**config.mk**
```make
export PLATFORM = sky130hd
export DESIGN_NAME = ei_axi4_len_fifo
export DESIGN_NICKNAME = d
export VERILOG_FILES = /design/src/rtl/ei_axi4_len_fifo.sv
export SDC_FILE = /design/constraint.sdc
export NUM_CORES = 1
export LEC_CHECK = 0
export ABC_AREA = 1
export ABC_CLOCK_PERIOD_IN_PS = 5750
export CAP_MARGIN = 20
export CORE_MARGIN = 4
export CORE_UTILIZATION = 50
export CTS_CLUSTER_SIZE = 24
export DETAILED_ROUTE_END_ITERATION = 10
export GPL_ROUTABILITY_DRIVEN = 1
export PLACE_DENSITY = 0.73
export SLEW_MARGIN = 0
export SYNTH_ARGS = -nofsm -noshare
export SYNTH_HDL_FRONTEND = slang
export SYNTH_SLANG_ARGS = --single-unit
```
**constraint.sdc**
```tcl
create_clock -name clk -period 5.75 [get_ports clk]
set_clock_uncertainty 0.05 [all_clocks]
set_input_delay 0.8625 -clock clk [delete_from_list [all_inputs] [get_ports clk]]
set_output_delay 0.8625 -clock clk [all_outputs]
set_load 0.02 [all_outputs]
```
**src/rtl/ei_axi4_len_fifo.sv**
```systemverilog
// rtl/ei_axi4_len_fifo.sv - burst-length FIFO with occupancy count and empty-FIFO bypass head
module ei_axi4_len_fifo #(
  parameter int DEPTH = 4
) (
  input  logic                   clk,
  input  logic                   rst_n,
  input  logic                   push,
  input  logic [7:0]             push_len,
  input  logic                   pop,
  output logic [$clog2(DEPTH):0] count,
  output logic                   head_valid,
  output logic [7:0]             head_len,
  output logic                   overflow
);
  localparam int PW = $clog2(DEPTH);

  logic [7:0]    mem [DEPTH];
  logic [PW-1:0] wr_ptr;
  logic [PW-1:0] rd_ptr;
  logic          empty;
  logic          full;
  logic          bypass;
  logic          wr_en;
  logic          rd_en;

  assign empty      = (count == '0);
  assign full       = (count == (PW + 1)'(DEPTH));
  assign head_valid = !empty || push;
  assign head_len   = empty ? push_len : mem[rd_ptr];
  // A push consumed in the same cycle by a pop on an empty FIFO never gets stored.
  assign bypass     = empty && push && pop;
  assign wr_en      = push && !bypass && (!full || pop);
  assign rd_en      = pop && !empty;
  assign overflow   = push && full && !pop;

  always_ff @(posedge clk or negedge rst_n) begin
    if (!rst_n) begin
      count  <= '0;
      wr_ptr <= '0;
      rd_ptr <= '0;
    end else begin
      if (wr_en) wr_ptr <= wr_ptr + 1'b1;
      if (rd_en) rd_ptr <= rd_ptr + 1'b1;
      case ({wr_en, rd_en})
        2'b10:   count <= count + 1'b1;
        2'b01:   count <= count - 1'b1;
        default: count <= count;
      endcase
    end
  end

  always_ff @(posedge clk) begin
    if (wr_en) mem[wr_ptr] <= push_len;
  end

endmodule

```
==> flow_summary_export.csv, run 1 <==
group,metric,value,unit
outcome,status,"completed",
setup_path,worstSetupStartpointType,"input port",
detailed_routing,drt_first_iter_violations,76,
yosys,syn_inst,202,
cells_and_area,final_nets,247,
setup_path,end_kind,"primary output",
clocking,postCtsSetupBuffers,0,
clocking,path_clk_slew,0.07,ns
die,rows,22,
clocking,cts_tree,"yes",
power,static-leakage-power,0.00108,uW
detailed_routing,drt-vias-per-instance,4.71,
setup_path,critPathRequiredTime,4.84,ns
global_routing,grt_usage,16.0,%
power,power_frac_comb,45.2,%
setup_path,path_cells,"clkdlybuf4s50_1, nor2_1, nand2_2, nor2_1, clkdlybuf4s50_1",
detailed_routing,ant_nets,0,
yosys,synthTopCellsByArea,"edfxtp_1 49%, nand2_1 13%, dfrtp_1 9.0%",
yosys,seq_area_frac_synth,58.2,%
global_routing,first_global_vias,1249,
setup_path,critPathArrivalTime,2.34,ns
sta,tightest_slew,0.810,ns
yosys,syn_nets,220,
setup_path,cp_slowest_stage_delay,0.61,ns
placed_design,port_buffers,24,
global_routing,grt_start_max_net_pins,19,
sta,fin_crit_sh,56.5,%
placed_design,dp_hpwl,2210,um
clocking,cts_hold_buf,0,
clocking,root_buffer,"clkbuf_8",
placed_design,gp_congestion,0.736,
power,p_int,792,uW
yosys,yosysTopAreaCellShare,49.3,%
sta,finalHoldViolations,0,
power,ir_worst_vdd,0.324,mV
die,die_w,70.5,um
clocking,cts_resized,0,
yosys,synth_common_cells,"65 x nand2_1, 40 x inv_1, 32 x edfxtp_1",
cells_and_area,num_antenna_cells,0,
power,p_seq_share,34.2,%
yosys,ys_ff_latch,39,
yosys,yosys.area.top_type,"edfxtp_1",
cells_and_area,syn2layout_area_growth,20.0,%
die,die_y,70.5,um
detailed_routing,drc,0,
die,core_area,3720,um^2
setup_path,critical_path_class,"input port to primary output",
setup_path,cp.buffers_inverters,2,
detailed_routing,drt_pre_antenna_iters,4,
detailed_routing,post_drt_wl_per_cell,12.5,um
global_routing,grt-ovfl-total,0,
clocking,htreeDepth,2,
yosys,ys_warn_count,0,
clocking,cts_buffers,5,
sta,report.final.slew_viol_count,0,
yosys,synth_ff_type,"edfxtp_1",
sta,setup_tns,0,ns
clocking,cts_sinks,39,
hold_path,hold_class,"register to register",
yosys,synth_edf_count,32,
cells_and_area,final_layout_size_suffix_gt1_share,10.0,%
power,p_sw_share,39.0,%
flow_run,maxCapViolations,0,
sta,holdWs,0.495,ns
global_routing,grt_pass1_wl,5910,um
cells_and_area,post-route-util,63.0,%
die,design.die.area,4960,um^2
sta,final-setup-viol-count,0,
detailed_routing,num_vias,1309,
yosys,synth.cell_area,1950,um^2
die,ioPinCount,25,
sta,layout_min_cycle_time,3.25,ns
yosys,postSynthAreaPerCell,9.66,um^2
setup_path,cp_slowest_cell,"clkdlybuf4s50_1",
power,power_density,554,nW/um^2
global_routing,antenna_found_initial,0,
setup_path,crit_family,"buffers and inverters",
sta,max_freq,308,MHz
cells_and_area,multiInputGateArea,601,um^2
sta,max-slew-margin-rel,45.8,%
sta,rsz0062_at_grt,"false",
power,switchingPower,505,uW
setup_path,crit_path_max_fanout,4,
clocking,clock_latency,0.29,ns
detailed_routing,wirelength,3490,um
cells_and_area,fillers,295,
yosys,ys_types,25,
cells_and_area,layout.area.seq,1140,um^2
yosys,async_reset_ff_share,17.9,%
yosys,yosysMostFrequentCell,"nand2_1",
clocking,cts.path.max_buffers,2,
power,pwr-share-clk,20.6,%
die,start_util,52.5,%
-- layer usage --
layer  up-vias  wire, um  GRT usage (%)
li1        680         -              -
met1       603      1520           19.0
met2        21      1750           26.3
met3         5       153           4.60
met4         0        63           7.66
met5         -         0              0
-- final cells by class --
cell class                 count  area share (%)
clock buffer                   6            3.10
inverter                      44            7.32
tap                           48            2.57
multi-input combinational    115            25.7
clock inverter                 2            2.57
timing repair buffer          24            10.3
sequential                    39            48.5
-- placed cells by master (no fill, tap or decap), types with 5 or more instances in the layout --
| cell | instances |
|---|---|
| clkbuf_8 | 5 |
| clkdlybuf4s50_1 | 24 |
| dfrtp_1 | 7 |
| edfxtp_1 | 32 |
| ha_1 | 5 |
| inv_1 | 40 |
| nand2_1 | 65 |
| nand2_2 | 7 |
| nand3_1 | 18 |
| nor2_1 | 6 |
-- power by group through the flow --
stage	Clock (uW)	Combinational, uW	Sequential, uW
6_report	267	586	444
5_1_grt	286	662	454
4_1_cts	273	595	445
3_5_place_dp	0	587	451
3_3_place_gp	0	580	451
2_1_floorplan	0	415	426
-- registers in the layout, indices dropped and copies added (netlist names) --
name	count
rd_ptr	2
mem	32
wr_ptr	2
count	3
-- worst register-to-register path, stage by stage, from the launching register on --
cell	delay [ns]
dfrtp_1	0.44
nor2_4	0.19
nand3_2	0.13
nand3_4	0.12
ha_1	0.18
inv_1	0.07
fa_1	0.38
nand2_1	0.08
nand3b_1	0.09
xor2_1	0.15
-- per-stage QoR --
stage               instances  setup WS [ns]  area [um^2]  power (uW)
floorplan                 202           3.48         1950         841
global placement          270           2.50         2210        1030
detailed placement        270           2.49         2210        1040
CTS                       278           2.48         2340        1310
global route              278           2.36         2340        1400
finish                    278           2.50         2340        1300
-- cell families (layout without fill, tap and decap cells) --
kind of cell | Yosys count | after routing | share of synthesized area (%)
AND/OR/NAND/NOR | 104 | 104 | 24.7
buffers and inverters | 48 | 76 | 11.0
flip-flops | 39 | 39 | 58.2
adder cells (fa/ha/maj) | 6 | 6 | 4.23
XOR/XNOR | 3 | 3 | 1.35
AO/OA/AOI/OAI | 2 | 2 | 0.513
-- worst paths after layout --
| path | cells after the start | slack [ns] | endpoint | startpoint |
|---|---|---|---|---|
| worst min-delay path | 2 | 0.49 | wr_ptr[1] | wr_ptr[1] |
| worst max-delay path | 5 | 2.50 | overflow | pop |
| max in group asynchronous | 1 | 4.60 | wr_ptr[1] | rst_n |
| worst min register to register | 2 | 0.49 | wr_ptr[1] | wr_ptr[1] |
| min in group asynchronous | 1 | 0.79 | count[1] | rst_n |
| worst max register to register | 9 | 3.75 | count[2] | count[0] |
Note: power is estimated with default switching activity, not from simulation.
==> run 2: changes to the inputs <==
ABC_CLOCK_PERIOD_IN_PS = 2800   (was 5750)
CORE_UTILIZATION = 49   (was 50)
PLACE_DENSITY = 0.75   (was 0.73)
clock period = 2.8 ns   (was 5.75 ns; I/O delays follow)
==> flow_summary_export.csv, run 2 (synthesized netlist as in run 1, its figures left out) <==
group,metric,value,unit
cells_and_area,final_layout_size_suffix_gt1_share,12.3,%
die,rows,22,
setup_path,cp_slowest_stage_delay,0.60,ns
cells_and_area,layout.area.seq,1140,um^2
clocking,cts_hold_buf,0,
setup_path,setup.worst_path.end,"head_len[0]",
cells_and_area,final_nets,253,
setup_path,ff2ff_path_depth,9,
hold_path,hold_class,"input port to asynchronous set/reset pin",
global_routing,first_global_vias,1241,
sta,rsz0062_at_grt,"false",
setup_path,path_cells,"inv_6, nand2_1, nand3_1, nand2_1, nand2_1, nand2_1, clkdlybuf4s50_1",
detailed_routing,drt_pre_antenna_iters,4,
sta,max_freq,401,MHz
detailed_routing,post_drt_wl_per_cell,12.4,um
setup_path,end_kind,"primary output",
die,die_y,71.1,um
global_routing,antenna_found_initial,0,
sta,final-setup-viol-count,0,
cells_and_area,multiInputGateArea,601,um^2
placed_design,gp_congestion,0.789,
sta,holdWs,0.336,ns
cells_and_area,syn2layout_area_growth,21.0,%
sta,report.final.slew_viol_count,0,
sta,layout_min_cycle_time,2.49,ns
placed_design,port_buffers,24,
die,core_area,3740,um^2
placed_design,dp_hpwl,2360,um
clocking,path_clk_slew,0.08,ns
detailed_routing,drt_first_iter_violations,55,
power,power_density,1100,nW/um^2
setup_path,r2r_slack,0.84,ns
global_routing,grt-ovfl-total,0,
sta,tightest_slew,0.422,ns
flow_run,maxCapViolations,0,
setup_path,worstSetupStartpointType,"register",
die,start_util,52.1,%
cells_and_area,top_register,"mem",
setup_path,crit_top_cell,"nand2_1",
clocking,clock_latency,0.29,ns
power,static-leakage-power,0.00110,uW
outcome,status,"completed",
setup_path,rr_endpoint,"count[2]",
cells_and_area,top_regs,"mem: 32 flops, count: 3 flops",
setup_path,critical_path_class,"register to primary output",
cells_and_area,mostFrequentLayoutCell,"nand2_1",
setup_path,cp_slowest_cell,"dfrtp_1",
cells_and_area,largest_register_ffs,32,
detailed_routing,drt-vias-per-instance,4.63,
clocking,cts_tree,"yes",
detailed_routing,wirelength,3530,um
global_routing,grt_start_max_net_pins,19,
cells_and_area,num_antenna_cells,0,
detailed_routing,drc,0,
sta,finalHoldViolations,0,
sta,max-slew-margin-rel,71.8,%
setup_path,critPathRequiredTime,2.33,ns
clocking,cts.path.max_buffers,2,
global_routing,grt_pass1_wl,5950,um
global_routing,grt_usage,15.7,%
clocking,root_buffer,"clkbuf_8",
detailed_routing,num_vias,1315,
cells_and_area,fillers,319,
die,die_w,71.1,um
setup_path,crit_path_max_fanout,18,
setup_path,r2r_start,"count[0]",
clocking,cts_resized,0,
cells_and_area,layout_common_cells,"65 x nand2_1, 40 x inv_1, 32 x edfxtp_1",
detailed_routing,ant_nets,0,
setup_path,cp-startpoint,"rd_ptr[0]",
clocking,cts_buffers,5,
die,design.die.area,5050,um^2
setup_path,critPathArrivalTime,2.02,ns
die,ioPinCount,25,
sta,fin_crit_sh,89.1,%
clocking,htreeDepth,2,
power,power.total,2590,uW
power,ir_worst_vdd,0.719,mV
sta,setup_tns,0,ns
clocking,cts_sinks,39,
clocking,postCtsSetupBuffers,0,
[run 2: worst min path at each step]
stage / start / end / slack (ns) / cells after the start
4_1_cts: rst_n / wr_ptr[0] / 0.34 / 1
2_1_floorplan: rst_n / count[0] / 0.07 / 0
3_5_place_dp: wr_ptr[0] / wr_ptr[0] / 0.48 / 2
5_1_grt: rst_n / wr_ptr[0] / 0.36 / 1
6_report: rst_n / wr_ptr[0] / 0.34 / 1
3_3_place_gp: wr_ptr[0] / wr_ptr[0] / 0.48 / 2
[run 2: report_power, final]
| group | switching [uW] | internal [uW] |
|---|---|---|
| registers | 114 | 780 |
| clock network | 188 | 261 |
| logic | 735 | 517 |
| total | 1040 | 1560 |
[run 2: layer usage]
layer	wire, um	vias to the layer above	global-route usage, %
met3	143	7	4.97
met4	59	0	6.47
li1	-	689	-
met5	0	-	0
met1	1600	595	20.3
met2	1720	24	24.5
[run 2: final cells by class]
type / instances / area share [%]
multi-input cells: 115 / 25.4
well taps: 48 / 2.54
clock buffers: 5 / 2.91
clock inverters: 3 / 1.64
flip-flops and latches: 39 / 48.1
inverters: 44 / 7.26
repair buffers: 30 / 12.1
[run 2: worst max-delay path: cells and delay by family (launching register included)]
kind | cells | cell delay [ns]
flops | 1 | 0.60
buf+inv | 2 | 0.75
simple gates | 5 | 0.38
[run 2: through the flow]
stage	cell area [um^2]	utilization, %	std cells	setup WS (ns)
2_1_floorplan	1950	-	202	0.841
3_3_place_gp	2250	60.2	276	0.440
3_5_place_dp	2250	60.2	276	0.395
4_1_cts	2360	63.1	284	0.292
5_1_grt	2360	63.1	284	0.106
6_report	2360	63.1	284	0.305
